===== src/rtl/pwm_dimmer_ctrl_if.sv =====
// Signal bundle between an upstream period counter / control source and
// the PWM dimmer. The master drives count and requests; the slave (the
// dimmer) drives the LED and status outputs.
interface pwm_dimmer_ctrl_if;
  logic [3:0] count_in;
  logic       step_up;
  logic       step_down;
  logic       fade_en;
  logic       pwm_out;
  logic [3:0] duty_active;
  logic [3:0] duty_pending;
  logic       period_tick;
  logic [1:0] fade_state;

  modport master (
    output count_in, step_up, step_down, fade_en,
    input  pwm_out, duty_active, duty_pending, period_tick, fade_state
  );

  modport slave (
    input  count_in, step_up, step_down, fade_en,
    output pwm_out, duty_active, duty_pending, period_tick, fade_state
  );
endinterface


===== src/rtl/pwm_dimmer_ctrl.sv =====
// PWM LED dimmer driven by an external free-running 4-bit period counter.
// Duty changes (manual steps or automatic triangular fade) are staged in
// duty_pending and only take effect at the 15->0 period boundary, so a
// PWM period is never cut short or stretched mid-way.
module pwm_dimmer_ctrl #(
  parameter int unsigned FADE_PERIODS = 4
) (
  input  logic clk,
  input  logic reset,
  pwm_dimmer_ctrl_if.slave bus
);

  typedef enum logic [1:0] {
    IDLE      = 2'b00,
    FADE_UP   = 2'b01,
    FADE_DOWN = 2'b10
  } state_t;

  localparam logic [7:0] FADE_LIMIT = 8'(FADE_PERIODS);

  state_t     state_q, state_d;
  logic [3:0] count_q;
  logic [3:0] duty_active_q;
  logic [3:0] duty_pending_q, duty_pending_d;
  logic [7:0] fade_cnt_q, fade_cnt_d;
  logic [7:0] fade_cnt_inc;
  logic [3:0] next_duty;
  logic       wrap;
  logic       pwm_q;
  logic       tick_q;

  // A boundary is a real 15->0 step of the upstream counter; a counter
  // held at 15 (or the reset value of count_q) never qualifies.
  assign wrap      = (count_q == 4'd15) && (bus.count_in == 4'd0);
  // The compare in the wrap cycle must already use the new duty so the
  // first cycle of a period matches the rest of it.
  assign next_duty = wrap ? duty_pending_q : duty_active_q;
  assign fade_cnt_inc = fade_cnt_q + 8'd1;

  // Period tracking, active duty and registered LED drive.
  always_ff @(posedge clk or posedge reset) begin
    if (reset) begin
      count_q       <= '0;
      duty_active_q <= '0;
      pwm_q         <= 1'b0;
      tick_q        <= 1'b0;
    end else begin
      count_q       <= bus.count_in;
      duty_active_q <= next_duty;
      pwm_q         <= (bus.count_in < next_duty);
      tick_q        <= wrap;
    end
  end

  // Fade FSM state, fade period counter and staged duty.
  always_ff @(posedge clk or posedge reset) begin
    if (reset) begin
      state_q        <= IDLE;
      fade_cnt_q     <= '0;
      duty_pending_q <= '0;
    end else begin
      state_q        <= state_d;
      fade_cnt_q     <= fade_cnt_d;
      duty_pending_q <= duty_pending_d;
    end
  end

  // Next state: manual steps in IDLE, one fade step every FADE_PERIODS
  // boundaries while fading, reversing at the 0/15 rails.
  always_comb begin
    state_d        = state_q;
    fade_cnt_d     = fade_cnt_q;
    duty_pending_d = duty_pending_q;
    case (state_q)
      IDLE: begin
        fade_cnt_d = '0;
        if (bus.step_up && !bus.step_down && duty_pending_q != 4'd15)
          duty_pending_d = duty_pending_q + 4'd1;
        else if (bus.step_down && !bus.step_up && duty_pending_q != 4'd0)
          duty_pending_d = duty_pending_q - 4'd1;
        if (bus.fade_en)
          state_d = FADE_UP;
      end
      FADE_UP: begin
        if (!bus.fade_en) begin
          state_d    = IDLE;
          fade_cnt_d = '0;
        end else if (wrap) begin
          if (fade_cnt_inc == FADE_LIMIT) begin
            fade_cnt_d = '0;
            // Already at the top rail: turn around instead of overflowing.
            if (duty_pending_q == 4'd15) begin
              duty_pending_d = duty_pending_q - 4'd1;
              state_d        = FADE_DOWN;
            end else begin
              duty_pending_d = duty_pending_q + 4'd1;
              if (duty_pending_q == 4'd14)
                state_d = FADE_DOWN;
            end
          end else begin
            fade_cnt_d = fade_cnt_inc;
          end
        end
      end
      FADE_DOWN: begin
        if (!bus.fade_en) begin
          state_d    = IDLE;
          fade_cnt_d = '0;
        end else if (wrap) begin
          if (fade_cnt_inc == FADE_LIMIT) begin
            fade_cnt_d = '0;
            if (duty_pending_q == 4'd0) begin
              duty_pending_d = duty_pending_q + 4'd1;
              state_d        = FADE_UP;
            end else begin
              duty_pending_d = duty_pending_q - 4'd1;
              if (duty_pending_q == 4'd1)
                state_d = FADE_UP;
            end
          end else begin
            fade_cnt_d = fade_cnt_inc;
          end
        end
      end
      default: begin
        state_d    = IDLE;
        fade_cnt_d = '0;
      end
    endcase
  end

  assign bus.pwm_out      = pwm_q;
  assign bus.duty_active  = duty_active_q;
  assign bus.duty_pending = duty_pending_q;
  assign bus.period_tick  = tick_q;
  assign bus.fade_state   = state_q;

endmodule


===== src/flat_wrapper.sv =====
// flat-port wrapper written by rule: the top's interface ports become plain ports
module pwm_dimmer_ctrl_flat 
#(
  parameter int unsigned FADE_PERIODS = 4
)
  (clk, reset, bus_count_in, bus_step_up, bus_step_down, bus_fade_en, bus_pwm_out, bus_duty_active, bus_duty_pending, bus_period_tick, bus_fade_state);
  pwm_dimmer_ctrl_if bus_i ();
  input  logic clk;
  input  logic reset;
  input wire logic [$bits(bus_i.count_in)-1:0] bus_count_in;
  input wire logic [$bits(bus_i.step_up)-1:0] bus_step_up;
  input wire logic [$bits(bus_i.step_down)-1:0] bus_step_down;
  input wire logic [$bits(bus_i.fade_en)-1:0] bus_fade_en;
  output wire logic [$bits(bus_i.pwm_out)-1:0] bus_pwm_out;
  output wire logic [$bits(bus_i.duty_active)-1:0] bus_duty_active;
  output wire logic [$bits(bus_i.duty_pending)-1:0] bus_duty_pending;
  output wire logic [$bits(bus_i.period_tick)-1:0] bus_period_tick;
  output wire logic [$bits(bus_i.fade_state)-1:0] bus_fade_state;
  assign bus_i.count_in = bus_count_in;
  assign bus_i.step_up = bus_step_up;
  assign bus_i.step_down = bus_step_down;
  assign bus_i.fade_en = bus_fade_en;
  assign bus_pwm_out = bus_i.pwm_out;
  assign bus_duty_active = bus_i.duty_active;
  assign bus_duty_pending = bus_i.duty_pending;
  assign bus_period_tick = bus_i.period_tick;
  assign bus_fade_state = bus_i.fade_state;
  pwm_dimmer_ctrl #(.FADE_PERIODS(FADE_PERIODS)) u_core (.clk(clk), .reset(reset), .bus(bus_i));
endmodule

===== config.mk =====
export PLATFORM = sky130hd
export DESIGN_NAME = pwm_dimmer_ctrl_flat
export DESIGN_NICKNAME = d
export VERILOG_FILES = /design/src/rtl/pwm_dimmer_ctrl_if.sv /design/src/rtl/pwm_dimmer_ctrl.sv /design/src/flat_wrapper.sv
export SDC_FILE = /design/constraint.sdc
export NUM_CORES = 1
export LEC_CHECK = 0
export ABC_AREA = 1
export ABC_CLOCK_PERIOD_IN_PS = 3100
export CAP_MARGIN = 15
export CORE_MARGIN = 2
export CORE_UTILIZATION = 59
export CTS_BUF_LIST = sky130_fd_sc_hd__clkbuf_16
export DETAILED_ROUTE_END_ITERATION = 16
export PLACE_DENSITY = 0.84
export SLEW_MARGIN = 10
export SYNTH_ARGS = -nofsm -noshare
export SYNTH_HDL_FRONTEND = slang
export SYNTH_SLANG_ARGS = --single-unit

===== constraint.sdc =====
create_clock -name clk -period 3.1 [get_ports clk]
set_input_delay 0.62 -clock clk [delete_from_list [all_inputs] [get_ports clk]]
set_output_delay 0.62 -clock clk [all_outputs]
set_load 0.02 [all_outputs]

==> After elaboration in Yosys (flattened, before gate mapping) <==
Cells that the tools add are included.
{ "classes": {"n_lt_le_gt_ge": 1, "add_sub_neg": 3, "n_eq_ne": 23, "reduce_logical": 15, "mux": 28} }
{ "ops": {"columns": ["cell", "count"], "rows": [
  ["2-to-1 mux 4 bit", 11],
  ["2-to-1 mux 8 bit", 4],
  ["2-to-1 mux 2 bit", 11],
  ["inequality test 3 x 2 -> 1 bit (second input constant)", 5],
  ["== test 4 bit (second input constant)", 3],
  ["one-hot mux 4 bit (3 select lines)", 1],
  ["adder 8 x 1 -> 8 bit (second input constant)", 1],
  ["== test 8 x 3 -> 1 bit (second input constant)", 1],
  ["logical NOT 4 bit", 2],
  ["inequality test 2 x 1 -> 1 bit (second input constant)", 4],
  ["inequality test 4 x 2 -> 1 bit (second input constant)", 2],
  ["AND reduction 8 bit", 1],
  ["AND reduction 7 bit", 1],
  ["inequality test 2 bit (second input constant)", 3],
  ["one-hot mux 2 bit (3 select lines)", 1],
  ["logical AND 1 bit", 5],
  ["adder 4 x 1 -> 4 bit (second input constant)", 1],
  ["== test 4 x 1 -> 1 bit (second input constant)", 1],
  ["< comparator 4 bit", 1],
  ["inequality test 4 bit (second input constant)", 1],
  ["nonzero test 4 bit", 1],
  ["subtractor 4 x 1 -> 4 bit (second input constant)", 1],
  ["inequality test 3 x 1 -> 1 bit (second input constant)", 1],
  ["nonzero test 3 bit", 1],
  ["other kinds (5)", 6]
]} }
{ "word_totals": {"inputBits": 9, "ff_bits": 24, "elab_cells": 77, "out_inout_bits": 12} }

==> Depth between registers and ports, before layout <==
Gate-level depths: netlist (run 1).
{ "depth": {"word_depth": 7, "depth_mapped": 11, "depth_no_buf": 11} }

==> Least setup slack after synthesis (run 1) <==
OpenSTA, ideal clock, no wires.
{ "synth_timing": {"path_kind": "in2reg", "from": "in bus_count_in[0]", "to": "reg u_core.pwm_q (netlist: u_core.bus.pwm_out)", "t_arrival_ns": 1.751, "setup_slack_ns": 1.267, "setup_ns": 0.082, "path_buffers": 0, "stages": 8, "cell_sequence": "nor3_1 nand2_1 inv_1 or2_2 o21ai_0 ha_1 a21o_1 a31oi_1"} }
{ "synth_between": {"elab_chain_cells": 4} }
{ "synth_lines": {"columns": ["element", "line_no", "source"], "rows": [
  ["start: declaration", "flat_wrapper.sv:10", "input wire logic [$bits(bus_i.count_in)-1:0] bus_count_in;"],
  ["logical NOT 4 bit", "pwm_dimmer_ctrl.sv:34", "assign wrap = (count_q == 4'd15) && (bus.count_in == 4'd0);"],
  ["logical AND 1 bit", "pwm_dimmer_ctrl.sv:34", null],
  ["2-to-1 mux 4 bit", "pwm_dimmer_ctrl.sv:37", "assign next_duty = wrap ? duty_pending_q : duty_active_q;"],
  ["< comparator 4 bit (*)", "pwm_dimmer_ctrl.sv:50", "pwm_q <= (bus.count_in < next_duty);"],
  ["end signal: assignment", "pwm_dimmer_ctrl.sv:50", null],
  ["end: declaration", "pwm_dimmer_ctrl.sv:29", "logic pwm_q;"]
]} }
Mark *: on every way between the ends. The rest lies on a longest branch, timed or not.
A chain may end at the register's enable or synchronous reset.

==> Final worst setup path (run 1) <==
{ "layout_timing": {"from": "in bus_count_in[1]", "to": "reg u_core.pwm_q (netlist: u_core.bus.pwm_out)"} }
The elaborated chain is that of the path after synthesis.

==> results.md, run 1 <==
- Final WL: 3.53 mm
- Number of flops mapped to enable cells by yosys: 0
- Rel. slew slack: 40.1%
- Hold WC Path Type: register to register
- Avg Inst Size Synth: 7.25 um2
- Reg2Reg Depth: 11
- Routed wire length per instance: 12.4 um
- Power Density: 777 nW/um2
- Htree depth: 1
- Worst-Skew Late Latency: 0.25 ns
- # port buffers: 20
- Cell with the most instances after synthesis: nand2_1
- Chip Height: 57.3 um
- Final TNS setup: 0 ns
- Status: complete, no violations
- Initial Util: 61.3%
- Grt ovf: 0
- Ports: 21
- Pre-antenna DRT Iters: 4
- CTS Hold Bufs: 0
- Yosys top cell area share: 35.8%
- Main synth FF type: dfrtp_1
- TritonCTS clock tree: done
- Root Buffer: clkbuf_16
- # nets final: 277
- Synthesized cell area: 1680 um2
- Sequential share of power: 28.8%
- Initial drt markers: 65
- Antenna cells: 0
- Fmax: 429 MHz
- Area growth syn-to-layout: 18.4%
- Largest net degree at the start of global routing: 25
- Core Area: 2730 um2
- Final Slew Violations: 0
- Post-synth top cells: 69 x nand2_1, 34 x inv_1, 26 x nand3_1
- Unrepaired setup endpoints after global routing: no
- Total chip power: 1.54 mW
- Via/cell ratio: 5.49
- Clock Sink Count: 24
- #FFs+latches synth: 24
- Worst R2R Start: u_core.fade_cnt_q[0]
- Cell Rows: 19
- Max capacitance violation total: 0
- Peak supply drop: 0.641 mV
- Critical path capture point type: register
- DR DRC count: 0
- Initial antenna violation count: 0
- Largest cells by area after synthesis: dfrtp_1 36%, nand2_1 15%, ha_1 9.7%
- Clk_skew: 0.00335 ns
- Clock transition at the registers of the reported paths: 0.06 ns
- Comb pwr share: 53.6%
- Worst setup SP type: input port
- Area leader, netlist: dfrtp_1
- Critical path required time: 3.27 ns
- R2r setup slk: 1.15 ns
- HPWL Detailed: 2.67 mm
- CP Max Fanout: 5
- Seq/Total Area, Yosys: 35.8%
- Setup CP Type: input port to register
- Final Cycle Share: 75.2%
- Ys async rst share: 100%
- RePlAce Congestion: 0.853
- Fin. Hold Viols: 0
- CTS-repair resized insts: 0
- Net Sw Frac: 43.6%
- Internal power: 869 uW
- Minimum clock period: 2.33 ns
- CP Launch Point: bus_count_in[1]
- Critical Path AT: 2.50 ns
- Via count: 1558
- Synth unique cells: 28
- Slew @ Worst Pin: 0.898 ns
- Routed Antenna Nets: 0
- Overall die width: 57.3 um
- Reg-to-reg endpoint: u_core.bus.duty_pending[2]
- First-pass GRT wire length: 6.15 mm
- CTS Buf Count: 3
- GRT Total Usage: 23.7%
- Die area: 3280 um2
- Clock share of power: 17.5%
- Leak Pwr: 1.01 nW
- Post-CTS setup buffers: 0
- Synth Instances: 231
- Vias in the first global route: 1498
- CTS Buffer Depth: 2
- Layout cells sized above 1: 5.53%
- Net Count, Synth: 253
- Final setup violation count: 0
- Synth Warn #: 0
- Worst setup endpoint: u_core.bus.pwm_out
- Net Sw Power: 673 uW
==> area by class of cell <==
| cell class | count | area [um2] |
|---|---|---|
| Clock buffer | 3 | 75.1 |
| Fill cell | 223 | 749 |
| Inverter | 34 | 128 |
| Multi-Input combinational cell | 172 | 942 |
| Sequential cell | 24 | 601 |
| Tap cell | 31 | 38.8 |
| Timing Repair Buffer | 20 | 200 |
==> registers in the layout, indices dropped and copies added, names as in the netlist <==
name and count:
u_core.bus.pwm_out 1, u_core.fade_cnt_q 8, u_core.bus.fade_state 2, u_core.bus.period_tick 1
u_core.bus.duty_pending 4, u_core.bus.duty_active 4, u_core.count_q 4
==> worst max-delay path, cell delays in order <==
cell	delay, ns
clkdlybuf4s50_1	0.48
nor3_1	0.25
nand2_1	0.14
inv_1	0.13
or2_2	0.12
o21ai_0	0.12
ha_1	0.33
a21o_1	0.18
a31oi_1	0.13
==> how the worst min path moves through the flow <==
stage	startpoint	endpoint	cells after the start
floorplan	u_core.fade_cnt_q[6]	u_core.fade_cnt_q[6]	2
detailed placement	u_core.fade_cnt_q[6]	u_core.fade_cnt_q[6]	2
CTS	u_core.fade_cnt_q[6]	u_core.fade_cnt_q[6]	2
finish	u_core.fade_cnt_q[6]	u_core.fade_cnt_q[6]	2
global placement	u_core.fade_cnt_q[6]	u_core.fade_cnt_q[6]	2
global route	u_core.fade_cnt_q[6]	u_core.fade_cnt_q[6]	2
==> cells in the final DEF (no fill, tap or decap), types with 3 or more instances in the layout <==
cell / netlist / layout
nand2_1: 69 / 69
inv_1: 34 / 34
nand3_1: 26 / 26
dfrtp_1: 24 / 24
clkdlybuf4s50_1: 0 / 20
nor2_1: 16 / 16
o21ai_0: 13 / 13
ha_1: 13 / 13
a21oi_1: 5 / 5
or2_2: 4 / 4
xor2_1: 4 / 4
clkbuf_16: 0 / 3
==> through the flow <==
step / util [%] / hold slack (ns) / area (um2) / std cells / worst slack, ns
finish: 72.6 / 0.524 / 1980 / 284 / 0.770
global route: 72.6 / 0.564 / 1980 / 284 / 0.563
CTS: 72.6 / 0.528 / 1980 / 284 / 0.795
detailed placement: 69.8 / 0.513 / 1910 / 281 / 0.588
global placement: 69.8 / 0.494 / 1910 / 281 / 0.643
floorplan: - / 0.464 / 1680 / 231 / 1.27
==> cells by family after synthesis <==
group / synth area share [%]
adders and majority gates: 9.71
DFF: 35.8
xor gates and xnor gates: 2.61
and+or+nand+nor: 33.8
AOI/OAI and AO/OA: 10.2
buffers and inverters: 7.92
==> layer usage <==
metal / vias up / GRT usage, % / part of all wire [%]
met4: 0 / 11.6 / 2.8
met3: 9 / 2.27 / 2.0
li1: 786 / - / -
met2: 28 / 41.9 / 51
met5: - / 0 / 0
met1: 735 / 28.7 / 44
==> power groups by stage <==
stage               sequential (mW)  combinational, mW  clock [mW]
CTS                           0.445              0.825       0.274
global placement              0.448              0.798           0
global route                  0.455              0.928       0.281
floorplan                     0.478              0.556           0
finish                        0.445              0.827       0.270
detailed placement            0.450              0.819           0
No activity file was read; power rests on OpenSTA's default activity.
==> run 2: changes to the inputs <==
ABC_CLOCK_PERIOD_IN_PS = 2100   (was 3100)
CORE_UTILIZATION = 50   (was 59)
PLACE_DENSITY = 0.76   (was 0.84)
clock period = 2.1 ns   (was 3.1 ns; I/O delays follow)
==> results.md, run 2 (synthesis gave the netlist of run 1 again) <==
- Fmax: 507 MHz
- Ports: 21 (unchanged)
- Vias in the first global route: 1336 (-11%)
- Area growth syn-to-layout: 26.7%
- Root Buffer: clkbuf_16
- Cell Rows: 21 (+2)
- Core Area: 3280 um2 (+20%)
- Net Sw Power: 991 uW (+47%)
- Worst path top cell family by delay: buffers and inverters
- # nets final: 288 (+4.0%)
- Worst setup SP type: input port
- Largest net degree at the start of global routing: 25 (unchanged)
- Htree depth: 1 (unchanged)
- Commonest non-fill, non-tap cell in the layout: nand2_1
- Final TNS setup: 0 ns (unchanged)
- Non-filler instance count after layout: 311 (+9.5%)
- Max reg flops: 8 (unchanged)
- Via count: 1530 (-1.8%)
- Hold path depth: 2 (unchanged)
- DP Cell Count: 307 (+9.3%)
- GR peak layer: met2
- Clk_skew: 0.00137 ns (-0.00198 ns)
- Via/cell ratio: 4.92 (-10%)
- Dpl cell area: 2010 um2 (+5.3%)
- Sequential share of power: 27.2% (-1.6 points)
- GRT Total Usage: 20.0% (-3.6 points)
- Leak Pwr: 1.08 nW (+6.7%)
- Clock transition at the registers of the reported paths: 0.06 ns (about the same)
- Hold WC Path Type: register to register
- Largest register by flop count: u_core.fade_cnt_q
- Power Density: 1140 nW/um2 (+47%)
- Comb pwr share: 50.8% (-2.8 points)
- Reg-to-reg endpoint: u_core.bus.duty_pending[2]
- DR DRC count: 0 (unchanged)
- Rel. slew slack: 75.4% (+35 points)
- Pre-antenna DRT Iters: 4 (unchanged)
- R2r setup slk: 0.23 ns (-0.92 ns)
- Net Sw Frac: 40.8% (-2.8 points)
- Crit-path cells: clkdlybuf4s50_1, nor3_1, nand2_1, inv_1, buf_4, or2_2, o21ai_1, ha_1, a31oi_1
- Status: complete, no violations
- Unrepaired setup endpoints after global routing: yes
- Chip Height: 61.9 um (+8.0%)
- Die area: 3830 um2 (+17%)
- Worst path bufs/invs: 3 (+1)
- Setup CP Type: input port to register
- Fin util: 64.6% (-8.0 points)
- Critical Path AT: 2.15 ns (-0.35 ns)
- Final Slew Violations: 0 (unchanged)
- Worst-Skew Late Latency: 0.25 ns (about the same)
- Critical path capture point type: register
- # fillers: 261 (+17%)
- GRT met1 Usage: 27.0% (-1.7 points)
- Overall die width: 61.9 um (+8.0%)
- Clock share of power: 22.0% (+4.5 points)
- Initial drt markers: 94 (+45%)
- Commonest non-fill, non-tap cells in the layout: 68 x nand2_1, 34 x inv_1, 26 x nand3_1
- # port buffers: 20 (unchanged)
- Met3 Resource Use GR: 2.48% (+0.22 points)
- Reg2Reg Depth: 11 (unchanged)
- Antenna cells: 0 (unchanged)
- Crit path depth: 9 (unchanged)
- CP Max Fanout: 4 (-1)
- Initial Util: 51.0% (-10 points)
- Fin. Hold Viols: 0 (unchanged)
- Slowest-stage cell, CP: clkdlybuf4s50_1
- Cell area after layout: 2120 um2 (+6.9%)
- Final setup violation count: 0 (unchanged)
- Internal power: 1.44 mW (+65%)
- M2 GR Usage: 34.0% (-7.9 points)
- Initial antenna violation count: 0 (unchanged)
- HPWL Detailed: 2.75 mm (+3.1%)
- Critical path required time: 2.28 ns (-0.99 ns)
- Worst setup endpoint: u_core.bus.pwm_out
- Minimum clock period: 1.97 ns
- CTS Buf Count: 3 (unchanged)
- First-pass GRT wire length: 5.78 mm (-6.0%)
- Max capacitance violation total: 0 (unchanged)
- Layout cells sized above 1: 10.6% (+5.0 points)
- Final Cycle Share: 94.0%
- RePlAce Congestion: 0.797 (-6.6%)
- Crit-path max cell delay: 0.48 ns (about the same)
- TritonCTS clock tree: done
- Routed wire length per instance: 11.1 um (-11%)
- CP Launch Point: bus_count_in[2]
- CTS Buffer Depth: 2 (unchanged)
- Grt ovf: 0 (unchanged)
- Routed Antenna Nets: 0 (unchanged)
- Final WL: 3.45 mm (-2.4%)
- Peak supply drop: 0.673 mV (+5.0%)
- Clock Sink Count: 24 (unchanged)
- Slew @ Worst Pin: 0.370 ns (-0.528 ns)
- Worst R2R Start: u_core.fade_cnt_q[0]
run 2: worst min-delay path by stage:
| stage | startpoint | to |
|---|---|---|
| after global placement | u_core.fade_cnt_q[7] | u_core.fade_cnt_q[7] |
| after detailed placement | u_core.fade_cnt_q[7] | u_core.fade_cnt_q[7] |
| final | u_core.fade_cnt_q[7] | u_core.fade_cnt_q[7] |
| after CTS | u_core.fade_cnt_q[7] | u_core.fade_cnt_q[7] |
| after global routing | u_core.fade_cnt_q[7] | u_core.fade_cnt_q[7] |
| after floorplan | reset | u_core.bus.duty_active[0] |
run 2: tightest hold or removal path, stage by stage (launching register included):
cell     delay (ns)
dfrtp_1        0.36
nand2_1        0.05
o21ai_0        0.06
run 2: what timing repair did:
action	CTS	global route
resized for setup	0	4
hold buffers	0	0
setup buffers	0	0
setup endpoints to repair	0	5
run 2: routing by layer:
metal,up-vias,routed length [um]
li1,814,-
met1,695,1670
met2,19,1700
met3,2,60
met4,0,21
met5,-,0
run 2: metrics by stage:
step,setup WS (ns),total power [mW],hold slack (ns)
floorplan,0.344,1.53,0.435
global placement,-0.0605,1.87,0.494
detailed placement,-0.145,1.89,0.500
CTS,0.126,2.43,0.515
global route,0.00266,2.64,0.538
finish,0.126,2.43,0.510
run 2: power groups by stage:
| stage | Clock [mW] | Sequential (mW) | Combinational [mW] |
|---|---|---|---|
| final | 0.535 | 0.660 | 1.23 |
| after global routing | 0.565 | 0.676 | 1.40 |
| after CTS | 0.542 | 0.659 | 1.23 |
| after detailed placement | 0 | 0.666 | 1.23 |
| after global placement | 0 | 0.664 | 1.21 |
| after floorplan | 0 | 0.705 | 0.821 |
run 2: layout make-up:
type	instances	area, um2	share of cell area [%]
timing repair buffer	31	283	13.3
tap	46	57.6	2.71
multi-input combinational	172	948	44.7
sequential	24	601	28.3
clock buffer	3	75.1	3.54
inverter	34	128	6.01
clock inverter	1	30.0	1.42
